## src/rtl/disp_scan_reader_if.sv

```systemverilog
// Pixel stream carried from disp_scan_reader to its consumer: valid/ready handshake
// plus pixel value, x/y coordinates and frame/line markers.
interface disp_scan_reader_if #(
    parameter int XW = 5,
    parameter int YW = 5
);
    logic          px_valid;
    logic          px_ready;
    logic          px_data;
    logic [XW-1:0] px_x;
    logic [YW-1:0] px_y;
    logic          px_sof;
    logic          px_eol;

    modport master (
        output px_valid,
        output px_data,
        output px_x,
        output px_y,
        output px_sof,
        output px_eol,
        input  px_ready
    );

    modport slave (
        input  px_valid,
        input  px_data,
        input  px_x,
        input  px_y,
        input  px_sof,
        input  px_eol,
        output px_ready
    );
endinterface

```

## src/rtl/disp_scan_reader.sv

```systemverilog
// Row-major read-side scanner for the 1-bit framebuffer, streaming pixels on valid/ready.
// Optional inverse video when DISP_INVERT_EN is defined.
module disp_scan_reader #(
    parameter int WIDTH      = 32,
    parameter int HEIGHT     = 32,
    parameter int ADDR_W     = 10,
    parameter int GAP_CYCLES = 4
) (
    input  logic               clk,
    input  logic               reset,
    input  logic               start,
    input  logic               cont,
    output logic [ADDR_W-1:0]  mem_addr,
    input  logic               mem_rd_data,
    disp_scan_reader_if.master px,
    output logic               busy,
    output logic               frame_done
);
    localparam int XW = (WIDTH > 1) ? $clog2(WIDTH) : 1;
    localparam int YW = (HEIGHT > 1) ? $clog2(HEIGHT) : 1;
    localparam int GW = (GAP_CYCLES > 1) ? $clog2(GAP_CYCLES) : 1;
    localparam logic [XW-1:0] X_LAST = XW'(WIDTH - 1);
    localparam logic [YW-1:0] Y_LAST = YW'(HEIGHT - 1);
    localparam logic [GW-1:0] G_LAST = GW'(GAP_CYCLES - 1);

    typedef enum logic [1:0] {
        S_IDLE  = 2'd0,
        S_SCAN  = 2'd1,
        S_DRAIN = 2'd2,
        S_GAP   = 2'd3
    } state_t;

    typedef struct packed {
        logic          data;
        logic [XW-1:0] x;
        logic [YW-1:0] y;
        logic          sof;
        logic          eol;
    } pix_t;

    state_t            state_q, state_d;
    logic [XW-1:0]     x_q, x_d;
    logic [YW-1:0]     y_q, y_d;
    logic [GW-1:0]     gap_q, gap_d;
    logic [ADDR_W-1:0] addr_q;

    logic              rd_vld_p1_q;
    logic [XW-1:0]     tag_x_p1_q;
    logic [YW-1:0]     tag_y_p1_q;
    logic              tag_sof_p1_q;
    logic              tag_eol_p1_q;

    pix_t              buf0_q, buf0_d;
    pix_t              buf1_q, buf1_d;
    logic [1:0]        cnt_q, cnt_d;

    logic              head_vld;
    logic              pop;
    logic              push;
    logic              push_bit;
    logic [2:0]        credit;
    logic              issue;
    logic              last_pos;
    logic [ADDR_W-1:0] scan_addr;
    pix_t              new_px;

    assign head_vld = (cnt_q != 2'd0);
    assign pop      = head_vld && px.px_ready;
    assign push     = rd_vld_p1_q;

    // Reads in flight plus buffered pixels (after this cycle's pop) may never exceed two.
    assign credit    = {1'b0, cnt_q} - {2'b00, pop} + {2'b00, rd_vld_p1_q};
    assign issue     = (state_q == S_SCAN) && (credit < 3'd2);
    assign last_pos  = (x_q == X_LAST) && (y_q == Y_LAST);
    assign scan_addr = ADDR_W'(y_q) * ADDR_W'(WIDTH) + ADDR_W'(x_q);
    assign mem_addr  = issue ? scan_addr : addr_q;

`ifdef DISP_INVERT_EN
    assign push_bit = ~mem_rd_data;
`else
    assign push_bit = mem_rd_data;
`endif

    always_comb begin
        state_d    = state_q;
        x_d        = x_q;
        y_d        = y_q;
        gap_d      = gap_q;
        frame_done = 1'b0;

        unique case (state_q)
            S_IDLE: begin
                if (start) begin
                    state_d = S_SCAN;
                    x_d     = '0;
                    y_d     = '0;
                end
            end
            S_SCAN: begin
                if (issue) begin
                    if (x_q == X_LAST) begin
                        x_d = '0;
                        y_d = (y_q == Y_LAST) ? '0 : y_q + 1'b1;
                    end else begin
                        x_d = x_q + 1'b1;
                    end
                    if (last_pos) begin
                        state_d = S_DRAIN;
                    end
                end
            end
            S_DRAIN: begin
                if (pop && (cnt_q == 2'd1) && !rd_vld_p1_q) begin
                    frame_done = 1'b1;
                    gap_d      = '0;
                    if (!cont) begin
                        state_d = S_IDLE;
                    end else if (GAP_CYCLES > 0) begin
                        state_d = S_GAP;
                    end else begin
                        state_d = S_SCAN;
                    end
                end
            end
            S_GAP: begin
                if (gap_q == G_LAST) begin
                    gap_d   = '0;
                    x_d     = '0;
                    y_d     = '0;
                    state_d = cont ? S_SCAN : S_IDLE;
                end else begin
                    gap_d = gap_q + 1'b1;
                end
            end
            default: state_d = S_IDLE;
        endcase
    end

    // Two-entry output FIFO; buf0 is always the head.
    always_comb begin
        new_px = '{data: push_bit, x: tag_x_p1_q, y: tag_y_p1_q,
                   sof: tag_sof_p1_q, eol: tag_eol_p1_q};
        buf0_d = buf0_q;
        buf1_d = buf1_q;
        cnt_d  = cnt_q;
        unique case ({push, pop})
            2'b10: begin
                if (cnt_q == 2'd0) begin
                    buf0_d = new_px;
                end else begin
                    buf1_d = new_px;
                end
                cnt_d = cnt_q + 2'd1;
            end
            2'b01: begin
                buf0_d = buf1_q;
                cnt_d  = cnt_q - 2'd1;
            end
            2'b11: begin
                if (cnt_q == 2'd2) begin
                    buf0_d = buf1_q;
                    buf1_d = new_px;
                end else begin
                    buf0_d = new_px;
                end
            end
            default: ;
        endcase
    end

    always_ff @(posedge clk) begin
        if (reset) begin
            state_q     <= S_IDLE;
            x_q         <= '0;
            y_q         <= '0;
            gap_q       <= '0;
            addr_q      <= '0;
            rd_vld_p1_q <= 1'b0;
            cnt_q       <= '0;
        end else begin
            state_q     <= state_d;
            x_q         <= x_d;
            y_q         <= y_d;
            gap_q       <= gap_d;
            addr_q      <= mem_addr;
            rd_vld_p1_q <= issue;
            cnt_q       <= cnt_d;
        end
    end

    // Read-return stage: tags follow the issued address by one cycle, like the memory data.
    always_ff @(posedge clk) begin
        tag_x_p1_q   <= x_q;
        tag_y_p1_q   <= y_q;
        tag_sof_p1_q <= (x_q == '0) && (y_q == '0);
        tag_eol_p1_q <= (x_q == X_LAST);
        buf0_q       <= buf0_d;
        buf1_q       <= buf1_d;
    end

    assign px.px_valid = head_vld;
    assign px.px_data  = head_vld & buf0_q.data;
    assign px.px_x     = head_vld ? buf0_q.x : '0;
    assign px.px_y     = head_vld ? buf0_q.y : '0;
    assign px.px_sof   = head_vld & buf0_q.sof;
    assign px.px_eol   = head_vld & buf0_q.eol;
    assign busy        = (state_q != S_IDLE);
endmodule

```

## src/flat_wrapper.sv

```systemverilog
// flat-port wrapper written by rule: the top's interface ports become plain ports
module disp_scan_reader_flat 
#(
    parameter int WIDTH      = 32,
    parameter int HEIGHT     = 32,
    parameter int ADDR_W     = 10,
    parameter int GAP_CYCLES = 4
)
  (clk, reset, start, cont, mem_addr, mem_rd_data, busy, frame_done, px_px_valid, px_px_data, px_px_x, px_px_y, px_px_sof, px_px_eol, px_px_ready);
  disp_scan_reader_if #(.XW(5), .YW(5)) px_i ();
  input  logic clk;
  input  logic reset;
  input  logic start;
  input  logic cont;
  output logic [ADDR_W-1:0] mem_addr;
  input  logic mem_rd_data;
  output logic busy;
  output logic frame_done;
  output wire logic [$bits(px_i.px_valid)-1:0] px_px_valid;
  output wire logic [$bits(px_i.px_data)-1:0] px_px_data;
  output wire logic [$bits(px_i.px_x)-1:0] px_px_x;
  output wire logic [$bits(px_i.px_y)-1:0] px_px_y;
  output wire logic [$bits(px_i.px_sof)-1:0] px_px_sof;
  output wire logic [$bits(px_i.px_eol)-1:0] px_px_eol;
  input wire logic [$bits(px_i.px_ready)-1:0] px_px_ready;
  assign px_px_valid = px_i.px_valid;
  assign px_px_data = px_i.px_data;
  assign px_px_x = px_i.px_x;
  assign px_px_y = px_i.px_y;
  assign px_px_sof = px_i.px_sof;
  assign px_px_eol = px_i.px_eol;
  assign px_i.px_ready = px_px_ready;
  disp_scan_reader #(.WIDTH(WIDTH), .HEIGHT(HEIGHT), .ADDR_W(ADDR_W), .GAP_CYCLES(GAP_CYCLES)) u_core (.clk(clk), .reset(reset), .start(start), .cont(cont), .mem_addr(mem_addr), .mem_rd_data(mem_rd_data), .px(px_i), .busy(busy), .frame_done(frame_done));
endmodule
```

## config.mk

```make
export PLATFORM = sky130hd
export DESIGN_NAME = disp_scan_reader_flat
export DESIGN_NICKNAME = d
export VERILOG_FILES = /design/src/rtl/disp_scan_reader_if.sv /design/src/rtl/disp_scan_reader.sv /design/src/flat_wrapper.sv
export SDC_FILE = /design/constraint.sdc
export NUM_CORES = 1
export LEC_CHECK = 0
export ABC_AREA = 1
export BUFFER_PORTS_ARGS = -buffer_cell sky130_fd_sc_hd__buf_2
export CORE_ASPECT_RATIO = 1.25
export CORE_MARGIN = 4
export CORE_UTILIZATION = 30
export DETAILED_ROUTE_END_ITERATION = 16
export PLACE_DENSITY_LB_ADDON = 0.1
export SYNTH_ARGS = -nofsm -noshare
export SYNTH_HDL_FRONTEND = slang
export SYNTH_SLANG_ARGS = --single-unit
```

## constraint.sdc

```tcl
create_clock -name clk -period 2.37 [get_ports clk]
set_clock_uncertainty 0.15 [all_clocks]
set_input_delay 0 -clock clk [delete_from_list [all_inputs] [get_ports clk]]
set_output_delay 0 -clock clk [all_outputs]
set_load 0.01 [all_outputs]
```

==> results of run 1 <==
kinds of logic after synthesis:
kind of cell | Yosys count | synth area share [%]
AO/OA/AOI/OAI | 34 | 6.402
XOR/XNOR | 2 | 0.5859
adder cells (fa/ha/maj) | 11 | 4.854
buffers and inverters | 69 | 9.414
flip-flops | 65 | 52.22
multiplexers | 13 | 6.150
AND/OR/NAND/NOR | 130 | 20.38
area by class of cell:
class,count,area (um^2)
fillers,987,5697
flip-flops and latches,65,1564
multi-input cells,191,1334
repair buffers,54,397.9
inverters,61,236.5
clock buffers,10,229.0
well taps,126,157.7
clock inverters,6,43.79
worst max-delay path: stages, from the launching register on:
cell and delay [ns]:
dfxtp_2 0.32, inv_2 0.07, ha_4 0.15, inv_4 0.04, nand2_4 0.05, xor2_2 0.14, and2_4 0.16, inv_2 0.03
fa_2 0.56, nand4_4 0.19, clkbuf_16 0.22, o21ai_2 0.13, inv_1 0.05, buf_2 0.13
placed cells by master, fill, tap and decap left out, types with 3 or more instances in the layout:
cell,n
nor2_1,55
inv_1,52
dfxtp_1,37
nand2_1,36
buf_2,29
edfxtp_1,26
buf_4,16
a21oi_1,11
clkbuf_16,11
mux2_4,10
nand3_1,10
ha_1,9
inv_2,6
o21ai_2,6
o21ai_4,5
nand2_2,5
a21oi_2,5
nand2_4,4
dlygate4sd3_1,4
inv_4,3
mux2_2,3
nor3_1,3
o21ai_0,3
nand3_2,3
nand3_4,3
routing by layer:
metal / up-vias / share of wire (%) / track usage (%)
met3: 7 / 3.9 / 3.721
met1: 975 / 44 / 12.75
met2: 32 / 50 / 18.52
met5: - / 0 / 0
met4: 0 / 1.8 / 4.675
li1: 1143 / - / -
per-stage QoR:
| step | utilization [%] | setup slack, ns | hold slack (ns) |
|---|---|---|---|
| finish | 41.02 | -0.3577 | 0.04276 |
| global route | 41.02 | -0.4809 | 0.07141 |
| CTS | 39.12 | -0.2988 | 0.05295 |
| detailed placement | 35.14 | -0.01130 | 0.05606 |
| global placement | 35.14 | 0.008845 | 0.05887 |
| floorplan | - | 0.01412 | -0.05113 |
registers in the layout, summed over array words and instances (netlist names):
name                 count
u_core.tag_x_p1_q        5
u_core.push              1
u_core.addr_q           10
u_core.tag_y_p1_q        5
u_core.tag_eol_p1_q      1
u_core.x_q               5
u_core.tag_sof_p1_q      1
u_core.gap_q             2
u_core.cnt_q             2
u_core.y_q               5
u_core.buf0_q           13
u_core.state_q           2
u_core.buf1_q           13
worst max-delay path by stage:
stage	end	cells past startpoint	slack, ns	startpoint
5_1_grt	mem_addr[3]	13	-0.48	u_core.cnt_q[0]$_SDFFE_PP0P_
3_5_place_dp	u_core.state_q[1]$_SDFFE_PP0P_	13	-0.01	u_core.cnt_q[0]$_SDFFE_PP0P_
4_1_cts	mem_addr[2]	13	-0.30	u_core.cnt_q[0]$_SDFFE_PP0P_
3_3_place_gp	mem_addr[4]	13	0.009	u_core.cnt_q[0]$_SDFFE_PP0P_
6_report	mem_addr[7]	13	-0.36	u_core.cnt_q[0]$_SDFFE_PP0P_
2_1_floorplan	u_core.state_q[1]$_SDFFE_PP0P_	13	0.01	u_core.cnt_q[1]$_SDFFE_PP0P_
what timing repair did:
action | in CTS | in global routing
hold buffers | 4 | 0
endpoints found under the hold margin | 21 | 0
gates cloned | 1 | 2
pin swaps | 2 | 2
setup buffers | 1 | 3
endpoints found under the setup margin | 31 | 32
gates resized for setup | 14 | 26
power by group:
part / switching (uW) / internal (uW)
combinational: 1310 / 1060
clock: 493 / 710
sequential: 170 / 1500
==> results.yml, run 1 <==
min_path:
  hold_start: "px_px_ready"
  whs_endpoint: "u_core.cnt_q[0]$_SDFFE_PP0P_"
  holdPathStages: 5
  hold_class: "input pin to flop"
placed_design:
  dp_hpwl_mm: 4.265
  placed_area_um2: 3395
  port_buffers: 31
  place_inst: 486
  routabilityCongestion: 0.7232
floorplan:
  start_util_pct: 30.96
  die_w_um: 97.30
  dieHeight_um: 119.6
  dieArea_um2: 11640
  coreArea_um2: 9659
  num_rows: 40
  num_io_pins: 32
global_routing:
  antenna_found_initial: 0
  gr-total-overflow: 0
  grt_pass1_wl_mm: 10.04
  grt_pass1_vias: 2063
  grt_usage_pct: 11.00
  grt_max_degree: 22
logic_synthesis:
  synth_edf_count: 26
  synth_area_leaders: "dfxtp_1 26%, edfxtp_1 26%, nor2_1 7.0%, inv_1 6.9%, nand2_1 5.4%"
  ys.flop_type: "dfxtp_1"
  yosysMostFrequentCell: "nor2_1"
  synthCells: 324
  synth_top_area_share_pct: 26.11
  synth_common_cells: "56 x nor2_1, 55 x inv_1, 43 x nand2_1, 39 x dfxtp_1, 26 x edfxtp_1"
  syn-cell-area_um2: 2990
  yosysWarnings: 0
  yosys.area.top_type: "dfxtp_1"
  syn_avg_cell_area_um2: 9.230
  synth-seq-cells: 65
  async_flop_share_pct: 0
  synth.distinct_cells: 34
  ys_seq_area_share_pct: 52.22
  synth_nets: 341
final_layout:
  drive_above_1_share_pct: 34.37
  nNetsFinal: 399
  fin_area_um2: 3963
  area_growth_pct: 32.51
  instances_no_fill: 513
  antenna_cells: 0
sta:
  relSlewSlack_pct: 71.94
  fin_crit_sh_pct: 115.1
  report.final.setup_viol: 30
  setup_tns_ns: -5.792
  maxSlewViolCount: 0
  tightest_slew_ns: 0.4203
  rsz0062_at_grt: "yes"
  period_minus_slack_ns: 2.728
  hold_viol_final: 0
  fmax_mhz: 366.6
  worst_slack_ns: -0.3577
detailed_routing:
  vias_per_cell: 4.205
  wl_mm: 6.246
  via_count: 2157
  drt_iter0_markers: 48
  dr.pass1.iters: 4
  wire_per_inst_um: 12.18
  antenna_left: 0
  post-route-drc-count: 0
cts:
  tritoncts: "built"
  clk_pin_slew_ns: 0.06
  htree_levels: 3
  cts_root_buf: "clkbuf_16"
  cts_buffers: 9
  cts_buffer_depth: 2
  clkSinkCount: 65
  clk_latency_ns: 0.33
worst_setup_path:
  r2r_start: "u_core.cnt_q[0]$_SDFFE_PP0P_"
  reg2reg_to: "u_core.y_q[3]$_SDFFE_PP0P_"
  reg2reg_depth: 16
  crit_arrival_ns: 2.58
  worstSetupPathType: "flop to output port"
  worst_setup_path_start_kind: "flop"
  r2r_slack_ns: -0.22
  critPathRequiredTime_ns: 2.22
  end_kind: "output port"
  cp_max_fo: 10
run:
  max_cap_violations: 0
power_and_ir_drop:
  power_density_nw_per_um2: 1323
  p_leak_uw: 0.001858
  power.total_uw: 5243
  max-vdd-ir-drop_mv: 0.4702
outcome:
  violations: "setup timing"
  status: "complete, but fails checks"
Note: power is estimated with default switching activity, not from simulation.
==> run 2: changes to the inputs <==
Settings changed: CELL_PAD_IN_SITES_DETAIL_PLACEMENT from default to 1, CELL_PAD_IN_SITES_GLOBAL_PLACEMENT from default to 1.
==> run 2 against run 1 <==
Against the previous run: the flow still finishes with violations (setup timing); via count up 4.9%; sequential share of layout area up 0.23 points; power down 0.72%; sequential power about the same; flip-flop and latch count unchanged; hold slack worse by 0.0085 ns; cell count down 0.19%; die area unchanged; setup slack better by 0.0080 ns; highest routed layer unchanged.
==> results.yml, run 2 (synthesized netlist as in run 1, its figures left out) <==
outcome:
  status: "complete, but fails checks"
  violations: "setup timing"
final_layout:
  final_core_util_pct: 40.79
  area_growth_pct: 31.76
  fillers: 1104
  final_common_cell: "nor2_1"
  nNetsFinal: 398
  seq_area_um2: 1564
  antenna_cells: 0
  multiInputGateArea_um2: 1330
  layout_common_cells: "54 x nor2_1, 53 x inv_1, 38 x nand2_1, 37 x dfxtp_1, 30 x buf_2"
  drive_above_1_share_pct: 35.23
  largest_registers: "u_core.buf0_q: 13 flops, u_core.buf1_q: 13 flops, u_core.addr_q: 10 flops"
  instances_no_fill: 512
cts:
  clk_latency_ns: 0.33
  cts_root_buf: "clkbuf_16"
  tritoncts: "built"
  cts_buffers: 9
  htree_levels: 3
  cts_buffer_depth: 2
  clk_pin_slew_ns: 0.05
  clkSinkCount: 65
floorplan:
  start_util_pct: 30.96
  die_w_um: 97.30
  coreArea_um2: 9659
  dieHeight_um: 119.6
  dieArea_um2: 11640
  num_io_pins: 32
  num_rows: 40
placed_design:
  place_inst: 486
  dp_hpwl_mm: 4.708
  routabilityCongestion: 0.7690
  port_buffers: 31
global_routing:
  grt_usage_pct: 12.15
  grt_pass1_wl_mm: 11.25
  gr-total-overflow: 0
  grt_max_degree: 22
  grt_pass1_vias: 2291
  antenna_found_initial: 0
power_and_ir_drop:
  p_switching_uw: 1975
  p_seq_share_pct: 32.1
  p_leak_uw: 0.001840
  p_int_uw: 3230
  max-vdd-ir-drop_mv: 0.5227
  comb_power_share_pct: 44.8
  power_density_nw_per_um2: 1321
  p_clk_share_pct: 23.1
  swShare_pct: 37.95
worst_setup_path:
  crit_chain: "inv_2 > ha_4 > inv_4 > nand2_4 > xor2_2 > and2_4 > inv_2 > fa_2 > nand4_4 > clkbuf_16 > o21ai_1 > inv_1 > buf_2"
  crit_family: "adder cells"
  cpMostUsedCell: "inv_2"
  slowest_delay_ns: 0.56
  critPathRequiredTime_ns: 2.22
  end_kind: "output port"
  worstSetupPathType: "flop to output port"
  cp_max_fo: 5
  cp_slowest_cell: "fa_2"
  worst_setup_path_start_kind: "flop"
  cp_num_buf_inv: 6
  crit_arrival_ns: 2.57
detailed_routing:
  via_count: 2263
  wl_mm: 6.794
  antenna_left: 0
  post-route-drc-count: 0
  dr.pass1.iters: 4
  vias_per_cell: 4.420
  wire_per_inst_um: 13.27
  drt_iter0_markers: 59
sta:
  period_minus_slack_ns: 2.720
  fin_crit_sh_pct: 114.8
  fmax_mhz: 367.7
  hold_viol_final: 0
  tightest_slew_ns: 0.4851
  relSlewSlack_pct: 67.62
  timing.hold.ws_ns: 0.03424
  rsz0062_at_grt: "yes"
  maxSlewViolCount: 0
  worst_slack_ns: -0.3497
  setup_tns_ns: -6.123
  report.final.setup_viol: 25
run:
  max_cap_violations: 0
min_path:
  hold_class: "input pin to flop"
run 2: worst register-to-register path, delay by kind of cell, from the launching register on:
family,cells,cell delay (ns)
buffers and inverters,6,0.42
flip-flops,1,0.32
XOR/XNOR,1,0.15
adder cells (fa/ha/maj),2,0.71
AO/OA/AOI/OAI,1,0.29
AND/OR/NAND/NOR,6,0.54
run 2: power groups by stage:
stage	registers, uW	logic [uW]	clock network [uW]
2_1_floorplan	1630	1390	0
5_1_grt	1710	2630	1290
3_3_place_gp	1680	1920	0
3_5_place_dp	1690	1950	0
4_1_cts	1680	2140	1250
6_report	1670	2330	1200
run 2: area by class of cell:
type | instances | area share, %
Clock buffer | 10 | 5.811
Clock inverter | 6 | 1.111
Inverter | 61 | 6.002
Multi-Input combinational cell | 191 | 33.76
Sequential cell | 65 | 39.70
Tap cell | 126 | 4.001
Timing Repair Buffer | 53 | 9.622
run 2: routing by layer:
metal | global-route usage [%] | wire [um] | part of all wire [%] | up-vias
li1 | - | - | - | 1145
met5 | 0 | 0 | 0 | -
met3 | 2.267 | 182 | 2.7 | 9
met1 | 14.29 | 2888 | 43 | 1082
met4 | 6.407 | 132 | 1.9 | 0
met2 | 20.98 | 3591 | 53 | 27
run 2: worst paths after layout:
| kind | startpoint | endpoint | slack, ns | cells past startpoint |
|---|---|---|---|---|
| hold / removal | px_px_ready | u_core.cnt_q[0]$_SDFFE_PP0P_ | 0.03 | 5 |
| setup / recovery | u_core.cnt_q[0]$_SDFFE_PP0P_ | mem_addr[8] | -0.35 | 13 |
| hold reg to reg | u_core.x_q[3]$_SDFFE_PP0P_ | u_core.tag_x_p1_q[3]$_DFF_P_ | 0.23 | 0 |
| setup reg to reg | u_core.cnt_q[0]$_SDFFE_PP0P_ | u_core.state_q[1]$_SDFFE_PP0P_ | -0.30 | 16 |
run 2: what timing repair did:
action	4_1_cts	5_1_grt
pin swaps	14	8
gates cloned	1	2
hold buffers	3	0
gates resized for setup	20	21
setup endpoints to repair	32	32
endpoints found under the hold margin	20	0
setup buffers	1	4
run 2: metrics by stage:
step	area (um^2)	setup slack [ns]	total power [uW]
final	3940	-0.3497	5205
after global routing	3940	-0.5096	5642
after CTS	3800	-0.3246	5063
after detailed placement	3395	-0.02493	3645
after global placement	3395	0.009377	3607
after floorplan	3019	0.01412	3019
